## config.mk

```make
export PLATFORM = sky130hd
export DESIGN_NAME = port_egress_buffer
export DESIGN_NICKNAME = d
export VERILOG_FILES = /design/src/rtl/port_egress_pkg.sv /design/src/rtl/egress_length_fifo.sv /design/src/rtl/port_egress_buffer.sv
export SDC_FILE = /design/constraint.sdc
export NUM_CORES = 1
export LEC_CHECK = 0
export BUFFER_PORTS_ARGS = -buffer_cell sky130_fd_sc_hd__buf_2
export CORE_AREA = 2 2 348 350
export CTS_CLUSTER_SIZE = 16
export DETAILED_ROUTE_END_ITERATION = 16
export DIE_AREA = 0 0 350 352
export PLACE_DENSITY_LB_ADDON = 0.15
export SKIP_CTS_REPAIR_TIMING = 1
export SLEW_MARGIN = 10
export SYNTH_ARGS = -nofsm -noshare
export SYNTH_HDL_FRONTEND = slang
export SYNTH_HIERARCHICAL = 1
export SYNTH_SLANG_ARGS = --single-unit
export TNS_END_PERCENT = 5
```

## constraint.sdc

```tcl
create_clock -name clock -period 5.7 [get_ports clock]
set_clock_uncertainty 0.15 [all_clocks]
set_input_delay 0.855 -clock clock [delete_from_list [all_inputs] [get_ports clock]]
set_output_delay 0.855 -clock clock [all_outputs]
set_load 0.1 [all_outputs]
```

## src/rtl/port_egress_pkg.sv

```systemverilog
// Shared types and constants for the per-port egress store-and-forward buffer.
// Drain states: S_IDLE | waiting for a committed frame;  S_STREAM | presenting beats to the MAC
package port_egress_pkg;

  localparam int WORD_W  = 9;
  localparam int BYTE_W  = 8;
  localparam int SOF_BIT = 8;

  typedef enum logic [0:0] {
    S_IDLE   = 1'b0,
    S_STREAM = 1'b1
  } drain_state_e;

endpackage

```

## src/rtl/egress_length_fifo.sv

```systemverilog
// Synchronous FIFO of committed frame lengths; push is refused when full, pop when empty.
module egress_length_fifo #(
  parameter int WIDTH = 7,
  parameter int DEPTH = 4
) (
  input  logic             clock,
  input  logic             reset_n,
  input  logic             push_i,
  input  logic [WIDTH-1:0] push_data_i,
  input  logic             pop_i,
  output logic [WIDTH-1:0] pop_data_o,
  output logic             full_o,
  output logic             empty_o
);

  localparam int AW = $clog2(DEPTH);

  logic [WIDTH-1:0] mem_q [DEPTH];
  logic [AW:0]      wr_q;
  logic [AW:0]      rd_q;
  logic             do_push;
  logic             do_pop;

  assign full_o     = (wr_q[AW] != rd_q[AW]) && (wr_q[AW-1:0] == rd_q[AW-1:0]);
  assign empty_o    = (wr_q == rd_q);
  assign do_push    = push_i && !full_o;
  assign do_pop     = pop_i && !empty_o;
  assign pop_data_o = mem_q[rd_q[AW-1:0]];

  always_ff @(posedge clock) begin
    if (do_push) mem_q[wr_q[AW-1:0]] <= push_data_i;
  end

  always_ff @(posedge clock or negedge reset_n) begin
    if (!reset_n) begin
      wr_q <= '0;
      rd_q <= '0;
    end else begin
      if (do_push) wr_q <= wr_q + (AW+1)'(1);
      if (do_pop)  rd_q <= rd_q + (AW+1)'(1);
    end
  end

endmodule

```

## src/rtl/port_egress_buffer.sv

```systemverilog
// Egress store-and-forward buffer: frames core bytes, drains only complete frames to the MAC.
// Optional EGRESS_STATS_EN adds saturating committed/dropped frame counters.
module port_egress_buffer
  import port_egress_pkg::*;
#(
  parameter int          DEPTH        = 64,
  parameter int          LENGTH_SLOTS = 4,
  parameter logic [15:0] IDLE_LIMIT   = 16'h0020
) (
  input  logic                clock,
  input  logic                reset_n,
  input  logic [WORD_W-1:0]   core_transmit_data,
  input  logic                core_transmit_data_valid,
  output logic [BYTE_W-1:0]   tx_data,
  output logic                tx_valid,
  output logic                tx_first,
  output logic                tx_last,
  input  logic                tx_ready,
`ifdef EGRESS_STATS_EN
  output logic [15:0]         frames_committed_count,
  output logic [15:0]         frames_dropped_count,
`endif
  output logic                frame_dropped
);

  localparam int              ADDR_W   = $clog2(DEPTH);
  localparam int              LEN_W    = ADDR_W + 1;
  localparam logic [LEN_W-1:0] FULL_CNT = LEN_W'(DEPTH);

  logic [BYTE_W-1:0] mem_q [DEPTH];
  logic              mem_we;
  logic [ADDR_W-1:0] mem_waddr;

  logic [LEN_W-1:0]  wr_ptr_q, wr_ptr_d;
  logic [LEN_W-1:0]  start_q, start_d;
  logic [LEN_W-1:0]  len_q, len_d;
  logic [15:0]       idle_q, idle_d;
  logic              open_q, open_d;
  logic              drop_q, drop_d;
  logic              dropped_q, dropped_d;
  logic              close;
  logic              push;
  logic [LEN_W-1:0]  used;
  logic [LEN_W-1:0]  used_post;

  logic [LEN_W-1:0]  rd_ptr_q;
  logic [LEN_W-1:0]  rd_ptr_inc;
  logic [LEN_W-1:0]  beats_q;
  drain_state_e      state_q;
  logic              pop;
  logic [LEN_W-1:0]  len_rdata;
  logic              len_full;
  logic              len_empty;
  logic [BYTE_W-1:0] tx_data_q;
  logic              tx_valid_q;
  logic              tx_first_q;
  logic              tx_last_q;

  logic              in_valid;
  logic              in_sof;
  logic [BYTE_W-1:0] in_byte;

  assign in_valid   = core_transmit_data_valid;
  assign in_sof     = core_transmit_data[SOF_BIT];
  assign in_byte    = core_transmit_data[BYTE_W-1:0];
  assign used       = wr_ptr_q - rd_ptr_q;
  assign rd_ptr_inc = rd_ptr_q + LEN_W'(1);
  assign pop        = (state_q == S_IDLE) && !len_empty;

  egress_length_fifo #(
    .WIDTH (LEN_W),
    .DEPTH (LENGTH_SLOTS)
  ) u_len_fifo (
    .clock       (clock),
    .reset_n     (reset_n),
    .push_i      (push),
    .push_data_i (len_q),
    .pop_i       (pop),
    .pop_data_o  (len_rdata),
    .full_o      (len_full),
    .empty_o     (len_empty)
  );

  always_comb begin
    wr_ptr_d  = wr_ptr_q;
    start_d   = start_q;
    len_d     = len_q;
    idle_d    = idle_q;
    open_d    = open_q;
    drop_d    = drop_q;
    dropped_d = 1'b0;
    push      = 1'b0;
    close     = 1'b0;
    mem_we    = 1'b0;
    mem_waddr = wr_ptr_q[ADDR_W-1:0];

    if (open_q && in_valid && in_sof)
      close = 1'b1;
    else if (open_q && !in_valid && (idle_q == IDLE_LIMIT - 16'd1))
      close = 1'b1;

    // Full length FIFO is judged before any pop this cycle, keeping commit independent of the drain.
    if (close) begin
      if (drop_q || len_full) begin
        wr_ptr_d  = start_q;
        dropped_d = 1'b1;
      end else begin
        push = 1'b1;
      end
      open_d = 1'b0;
      drop_d = 1'b0;
    end

    used_post = wr_ptr_d - rd_ptr_q;

    if (in_valid) begin
      idle_d = 16'd0;
      if (in_sof) begin
        open_d  = 1'b1;
        start_d = wr_ptr_d;
        len_d   = LEN_W'(1);
        if (used_post == FULL_CNT) begin
          drop_d = 1'b1;
        end else begin
          mem_we    = 1'b1;
          mem_waddr = wr_ptr_d[ADDR_W-1:0];
          wr_ptr_d  = wr_ptr_d + LEN_W'(1);
        end
      end else if (open_q && !drop_q) begin
        if (used == FULL_CNT) begin
          drop_d   = 1'b1;
          wr_ptr_d = start_q;
        end else begin
          mem_we   = 1'b1;
          wr_ptr_d = wr_ptr_q + LEN_W'(1);
          len_d    = len_q + LEN_W'(1);
        end
      end
    end else if (open_q) begin
      idle_d = close ? 16'd0 : idle_q + 16'd1;
    end
  end

  always_ff @(posedge clock) begin
    if (mem_we) mem_q[mem_waddr] <= in_byte;
  end

  always_ff @(posedge clock or negedge reset_n) begin
    if (!reset_n) begin
      wr_ptr_q  <= '0;
      start_q   <= '0;
      len_q     <= '0;
      idle_q    <= '0;
      open_q    <= 1'b0;
      drop_q    <= 1'b0;
      dropped_q <= 1'b0;
    end else begin
      wr_ptr_q  <= wr_ptr_d;
      start_q   <= start_d;
      len_q     <= len_d;
      idle_q    <= idle_d;
      open_q    <= open_d;
      drop_q    <= drop_d;
      dropped_q <= dropped_d;
    end
  end

  always_ff @(posedge clock or negedge reset_n) begin
    if (!reset_n) begin
      state_q    <= S_IDLE;
      rd_ptr_q   <= '0;
      beats_q    <= '0;
      tx_data_q  <= '0;
      tx_valid_q <= 1'b0;
      tx_first_q <= 1'b0;
      tx_last_q  <= 1'b0;
    end else begin
      case (state_q)
        S_IDLE: begin
          if (!len_empty) begin
            state_q    <= S_STREAM;
            beats_q    <= len_rdata;
            tx_data_q  <= mem_q[rd_ptr_q[ADDR_W-1:0]];
            tx_valid_q <= 1'b1;
            tx_first_q <= 1'b1;
            tx_last_q  <= (len_rdata == LEN_W'(1));
          end
        end
        S_STREAM: begin
          if (tx_ready) begin
            rd_ptr_q <= rd_ptr_inc;
            if (beats_q == LEN_W'(1)) begin
              state_q    <= S_IDLE;
              tx_valid_q <= 1'b0;
              tx_first_q <= 1'b0;
              tx_last_q  <= 1'b0;
            end else begin
              beats_q    <= beats_q - LEN_W'(1);
              tx_data_q  <= mem_q[rd_ptr_inc[ADDR_W-1:0]];
              tx_first_q <= 1'b0;
              tx_last_q  <= (beats_q == LEN_W'(2));
            end
          end
        end
        default: state_q <= S_IDLE;
      endcase
    end
  end

  assign tx_data       = tx_data_q;
  assign tx_valid      = tx_valid_q;
  assign tx_first      = tx_first_q;
  assign tx_last       = tx_last_q;
  assign frame_dropped = dropped_q;

`ifdef EGRESS_STATS_EN
  logic [15:0] committed_q;
  logic [15:0] dropcnt_q;

  always_ff @(posedge clock or negedge reset_n) begin
    if (!reset_n) begin
      committed_q <= '0;
      dropcnt_q   <= '0;
    end else begin
      if (push && committed_q != 16'hFFFF)    committed_q <= committed_q + 16'd1;
      if (dropped_d && dropcnt_q != 16'hFFFF) dropcnt_q   <= dropcnt_q + 16'd1;
    end
  end

  assign frames_committed_count = committed_q;
  assign frames_dropped_count   = dropcnt_q;
`endif

endmodule

```

==> results of run 1 <==
==> worst reg2reg max path, stage by stage, from the launching register on <==
cell,delay [ns]
dfrtp_1,0.41
or4_1,0.61
o21a_1,0.25
nor3_4,0.32
mux2i_1,0.34
inv_2,0.06
ha_1,0.31
a21oi_1,0.19
a21boi_0,0.11
o21ai_0,0.24
nor2b_1,0.21
o2111ai_2,0.16
a21oi_4,0.29
buf_12,0.18
mux2i_4,0.33
o21ai_2,0.27
nor2_1,0.60
==> layout make-up <==
cell class	count	area [um^2]
inverter	22	82.6
timing repair buffer	119	983
multi-input combinational	881	11200
clock inverter	51	592
tap	1612	2020
fill	11700	84500
sequential	612	18000
clock buffer	80	1880
==> layer usage <==
layer	vias up	track usage (%)	part of all wire, %
met5	-	0	0
met2	472	24.4	49
met3	123	3.32	5.6
met4	0	4.67	3.0
met1	9005	19.8	43
li1	6989	-	-
==> power groups by stage <==
stage / sequential [mW] / combinational [mW] / clock [mW]
6_report: 5.57 / 10.1 / 4.88
3_5_place_dp: 5.66 / 10.2 / 0
4_1_cts: 5.57 / 10.2 / 5.03
5_1_grt: 5.62 / 10.7 / 5.19
2_1_floorplan: 5.75 / 6.41 / 0
3_3_place_gp: 5.66 / 10.2 / 0
==> placed cells by master, fill, tap and decap left out, drive strengths merged, types with 12 or more instances in the layout <==
cell type and n:
a211oi 15, a21oi 35, buf 119, bufinv 12
clkbuf 80, clkinv 31, dfrtp 72, edfxtp 540
ha 25, inv 25, mux2i 26, mux4 335
nand2 61, nand3 28, nor2 101, nor2b 14
nor3 15, o21ai 61, xnor2 19, xor2 13
==> cells by family after synthesis <==
logic type | count (synthesis)
multiplexers | 369
AND/OR/NAND/NOR | 277
adder cells (fa/ha/maj) | 25
XOR/XNOR | 32
buffers and inverters | 121
flip-flops | 612
AO/OA/AOI/OAI | 178
==> through the flow <==
step           instance area (um^2)  power [mW]  setup WS [ns]
2_1_floorplan                 29600        12.2          0.428
3_3_place_gp                  32300        15.9         0.0471
3_5_place_dp                  32300        15.9         0.0310
4_1_cts                       34700        20.8          0.127
5_1_grt                       34800        21.5        -0.0604
6_report                      34800        20.5          0.286
==> flip-flops by register name, indices dropped and copies added, names as in the netlist <==
signal	flops
idle_q	16
wr_ptr_q	7
tx_valid	1
len_q	7
open_q	1
u_len_fifo/rd_q	3
tx_first	1
state_q	1
u_len_fifo/wr_q	3
tx_data	8
rd_ptr_q	7
u_len_fifo/mem_q	28
start_q	7
beats_q	7
tx_last	1
frame_dropped	1
mem_q	512
drop_q	1
==> worst max path at each step <==
stage | start | end | slack [ns]
after floorplan | core_transmit_data_valid | mem_q[40][0] | 0.43
after global placement | core_transmit_data_valid | mem_q[55][7] | 0.05
after detailed placement | core_transmit_data_valid | mem_q[55][7] | 0.03
after CTS | u_len_fifo/wr_q[1] | mem_q[53][1] | 0.13
after global routing | u_len_fifo/wr_q[1] | mem_q[21][2] | -0.06
final | idle_q[9] | mem_q[20][3] | 0.29
==> impl_metrics.ini, run 1 <==
[power]
seqPwrFrac_pct = 27.1
p_sw_mw = 7.91
clock_power_share_pct = 23.8
combPwrFrac_pct = 49.1
power.leakage_nw = 11.0
p_per_area_nw_per_um2 = 590
peakVddDrop_mv = 0.375
switching_share_pct = 38.5
p_int_mw = 12.6

[grt]
grt_pass1_wl_mm = 132
grt_max_degree = 107
grt_antenna_before_repair = 9
overflow = 0
grt_usage_pct = 15.0
first_global_vias = 17100

[synth]
synthAdderAreaFrac_pct = 1.06
synthArstFlopShare_pct = 11.8
yosys_warnings = 6
synth_edf_count = 540
synth_most_common_cell = edfxtp_1
synth.mux.area_fraction_pct = 26.8
synth.area.top_cells = edfxtp_1 55%, mux4_2 25%, dfrtp_1 6.1%
synthSimpleGateAreaFrac_pct = 4.53
synth_top_area_share_pct = 54.8
ys.flop_type = edfxtp_1
yosys-top-cells-count = 540 x edfxtp_1, 335 x mux4_2, 101 x nor2_1, 72 x dfrtp_1, 58 x nand2_1
yosys.area_share.xor_xnor_pct = 0.998
ys_types = 78
synthesis.area_um2 = 29600
synth_seq_cells = 612
synth_top_family_by_area = multiplexers
syn-num-nets = 1652
synth_top_cell_by_area = edfxtp_1
syn_inst = 1614
synth_compound_area_share_pct = 4.09
synth.yosys.seq_area_share_pct = 60.9
avgSynthCellArea_um2 = 18.3

[placement]
io_buffers = 24
hpwl_mm = 61.9
dpl.cell_count = 3246
gp_congestion = 0.828

[worst_hold_path]
min_path_type = input pin to async pin

[cts]
cts.sinks = 612
cts_inserted_buffers = 73
root_buffer = clkbuf_16
cts_max_level = 3
clk_latency_ns = 0.65
cts_buffer_depth = 3
cts_tree = yes
clk_pin_slew_ns = 0.06

[finish]
insertedDiodeCount = 0
post-route-util_pct = 29.2
area_delta_synth_final_pct = 17.6
fin_cells = 3377
nets = 1747
drive_above_1_share_pct = 36.3

[critical_path]
r2r_cells = 16
r2r-end = mem_q[20][3]
worstPathCellList = or4_1 > o21a_1 > nor3_4 > mux2i_1 > inv_2 > ha_1 > a21oi_1 > a21boi_0 > o21ai_0 > nor2b_1 > o2111ai_2 > a21oi_4 > buf_12 > mux2i_4 > o21ai_2 > nor2_1
cp_max_fo = 8
worstSetupEndpointType = flip-flop
start_kind = flip-flop
worst-path-buf-inv = 2
path_delay_family = simple AND/OR/NAND/NOR gates
crit_path_max_incr_delay_ns = 0.61
r2r_setup_slack_ns = 0.29
cp.depth = 16
slowest_stage = or4_1
cp_data_required_time_ns = 5.81
crit_type = flip-flop to flip-flop
regToRegStartpoint = idle_q[9]
arrival_ns = 5.52

[floorplanning]
die_area_um2 = 123000
chipWidth_um = 350
start_util_pct = 24.8
io_pins = 25
die_h_um = 352
core_um2 = 119000
rows = 127

[route]
first_iter_violations = 1514
num_vias = 16600
via_per_inst = 4.91
drtPass1Iterations = 5
postRouteAntennaNets = 0
routed_wl_mm = 92.0
wl_per_cell_um = 27.2
drc = 0

[sta]
fmax_mhz = 185
finalSetupViolCount = 0
finalCritPeriodShare_pct = 95.0
rsz0062_at_grt = yes
relSlewSlack_pct = 24.9
whs_ns = 0.102
drv_slew = 0
min_period_ns = 5.41
final-hold-violation-count = 0
tightestPinTransition_ns = 1.13
fin_setup_tns_ns = 0

[outcome]
outcome = completed

[run]
max-cap-violations = 0
Note: power is estimated with default switching activity, not from simulation.
==> run 2: changes to the inputs <==
--- a/config.mk
+++ b/config.mk
@@ -10,7 +10,7 @@
 export CTS_CLUSTER_SIZE = 16
 export DETAILED_ROUTE_END_ITERATION = 16
 export DIE_AREA = 0 0 350 352
-export PLACE_DENSITY_LB_ADDON = 0.15
+export REMOVE_ABC_BUFFERS = 1
 export SKIP_CTS_REPAIR_TIMING = 1
 export SLEW_MARGIN = 10
 export SYNTH_ARGS = -nofsm -noshare
==> impl_metrics.ini, run 2 (synthesized netlist as in run 1, its figures left out) <==
[critical_path]
crit_path_max_incr_delay_ns = 0.65
arrival_ns = 5.61
regToRegStartpoint = idle_q[8]
crit_type = flip-flop to flip-flop
cp_data_required_time_ns = 5.80
slowest_stage = nor2_1
worstPathCellList = or4_1 > o31a_1 > nor3_4 > mux2i_1 > inv_1 > ha_1 > nand3b_1 > a21boi_0 > o21ai_1 > nor2b_1 > o2111ai_2 > a21oi_4 > buf_12 > mux2_4 > o21ai_2 > nor2_1
worstSetupEndpointType = flip-flop
cp_max_fo = 13
startpoint = idle_q[8]
start_kind = flip-flop

[finish]
fin_cells = 3362
final_cell_mix = 540 x edfxtp_1, 335 x mux4_2, 82 x buf_4
fillers = 11700
largest_register_ffs = 512
top_regs = mem_q: 512 flops, u_len_fifo/mem_q: 28 flops, idle_q: 16 flops
drive_above_1_share_pct = 35.5
final_common_cell = edfxtp_1
area_delta_synth_final_pct = 16.5
largest-register = mem_q
nets = 1733

[sta]
drv_slew = 0
rsz0062_at_grt = yes
tightestPinTransition_ns = 1.18
relSlewSlack_pct = 21.2
fmax_mhz = 182
min_period_ns = 5.51
fin_setup_tns_ns = 0
finalCritPeriodShare_pct = 96.6
final-hold-violation-count = 0
finalSetupViolCount = 0
setup_ws_ns = 0.194

[grt]
overflow = 0
grt_pass1_wl_mm = 121
first_global_vias = 17200
grt_antenna_before_repair = 3
grt_usage_pct = 13.2
grt_max_degree = 154

[route]
first_iter_violations = 2065
routed_wl_mm = 81.6
drtPass1Iterations = 6
num_vias = 17000
via_per_inst = 5.07
postRouteAntennaNets = 0
drc = 0
wl_per_cell_um = 24.3

[outcome]
outcome = completed

[cts]
root_buffer = clkbuf_16
cts.sinks = 612
clk_pin_slew_ns = 0.06
cts_max_level = 3
cts_buffer_depth = 3
cts_inserted_buffers = 68
clk_latency_ns = 0.63
cts_tree = yes

[floorplanning]
start_util_pct = 24.8
die_area_um2 = 123000
core_um2 = 119000
rows = 127
chipWidth_um = 350
die_h_um = 352
io_pins = 25

[power]
peakVddDrop_mv = 0.509
combPwrFrac_pct = 48.4
p_per_area_nw_per_um2 = 568
p_int_mw = 12.2
switching_share_pct = 37.7
p_sw_mw = 7.38
power.leakage_nw = 10.9
seqPwrFrac_pct = 28.7
clock_power_share_pct = 22.9

[placement]
hpwl_mm = 54.3
dpl.cell_count = 3237
place_ws_ns = -0.150
io_buffers = 24
gp_congestion = 0.920

[worst_hold_path]
min_path_type = input pin to async pin

[run]
max-cap-violations = 0
[run 2: per-layer routing]
metal / up-vias / global-route usage, % / wire length, um
met5: - / 0 / 13
met4: 2 / 3.65 / 1950
met3: 124 / 2.90 / 7380
met2: 879 / 20.3 / 37900
met1: 9067 / 18.7 / 34300
li1: 6958 / - / -
[run 2: final timing paths]
kind,endpoint,slack [ns],cells after the start
max,mem_q[49][0],0.19,16
min,idle_q[4],0.07,1
max reg2reg,mem_q[49][0],0.19,16
min reg2reg,tx_data[3],0.34,2
max in group asynchronous,rd_ptr_q[1],4.32,2
min in group clock,tx_data[3],0.34,2
[run 2: stage by stage]
step / hold WS [ns] / power [mW] / area, um^2 / utilization (%)
2_1_floorplan: 0.288 / 12.1 / 29200 / -
3_3_place_gp: 0.319 / 15.0 / 32100 / 26.9
3_5_place_dp: 0.325 / 15.1 / 32100 / 26.9
4_1_cts: 0.0555 / 19.6 / 34400 / 28.8
5_1_grt: 0.0867 / 20.4 / 34500 / 28.9
6_report: 0.0739 / 19.6 / 34500 / 28.9
[run 2: cell type report]
class | instances | area, um^2 | share of cell area (%)
clock inverters | 38 | 458 | 1.33
inverters | 22 | 82.6 | 0.239
well taps | 1612 | 2020 | 5.85
clock buffers | 86 | 1840 | 5.34
flip-flops and latches | 612 | 18000 | 52.3
repair buffers | 110 | 846 | 2.45
diodes | 1 | 2.50 | 0.00726
multi-input cells | 881 | 11200 | 32.5
[run 2: worst max-delay path, delay by kind of cell, from the launching register on]
family          cells  cell delay [ns]
compound gates      6             1.34
fa+ha+maj           1             0.32
buf+inv             2             0.34
flops               1             0.45
mux                 2             0.51
simple gates        5             2.01
[run 2: power groups by stage]
stage	Combinational (mW)	Sequential, mW	Clock, mW
after floorplan	5.93	6.19	0
after global placement	9.33	5.68	0
after detailed placement	9.39	5.70	0
after CTS	9.46	5.61	4.58
after global routing	9.98	5.66	4.75
final	9.47	5.62	4.48
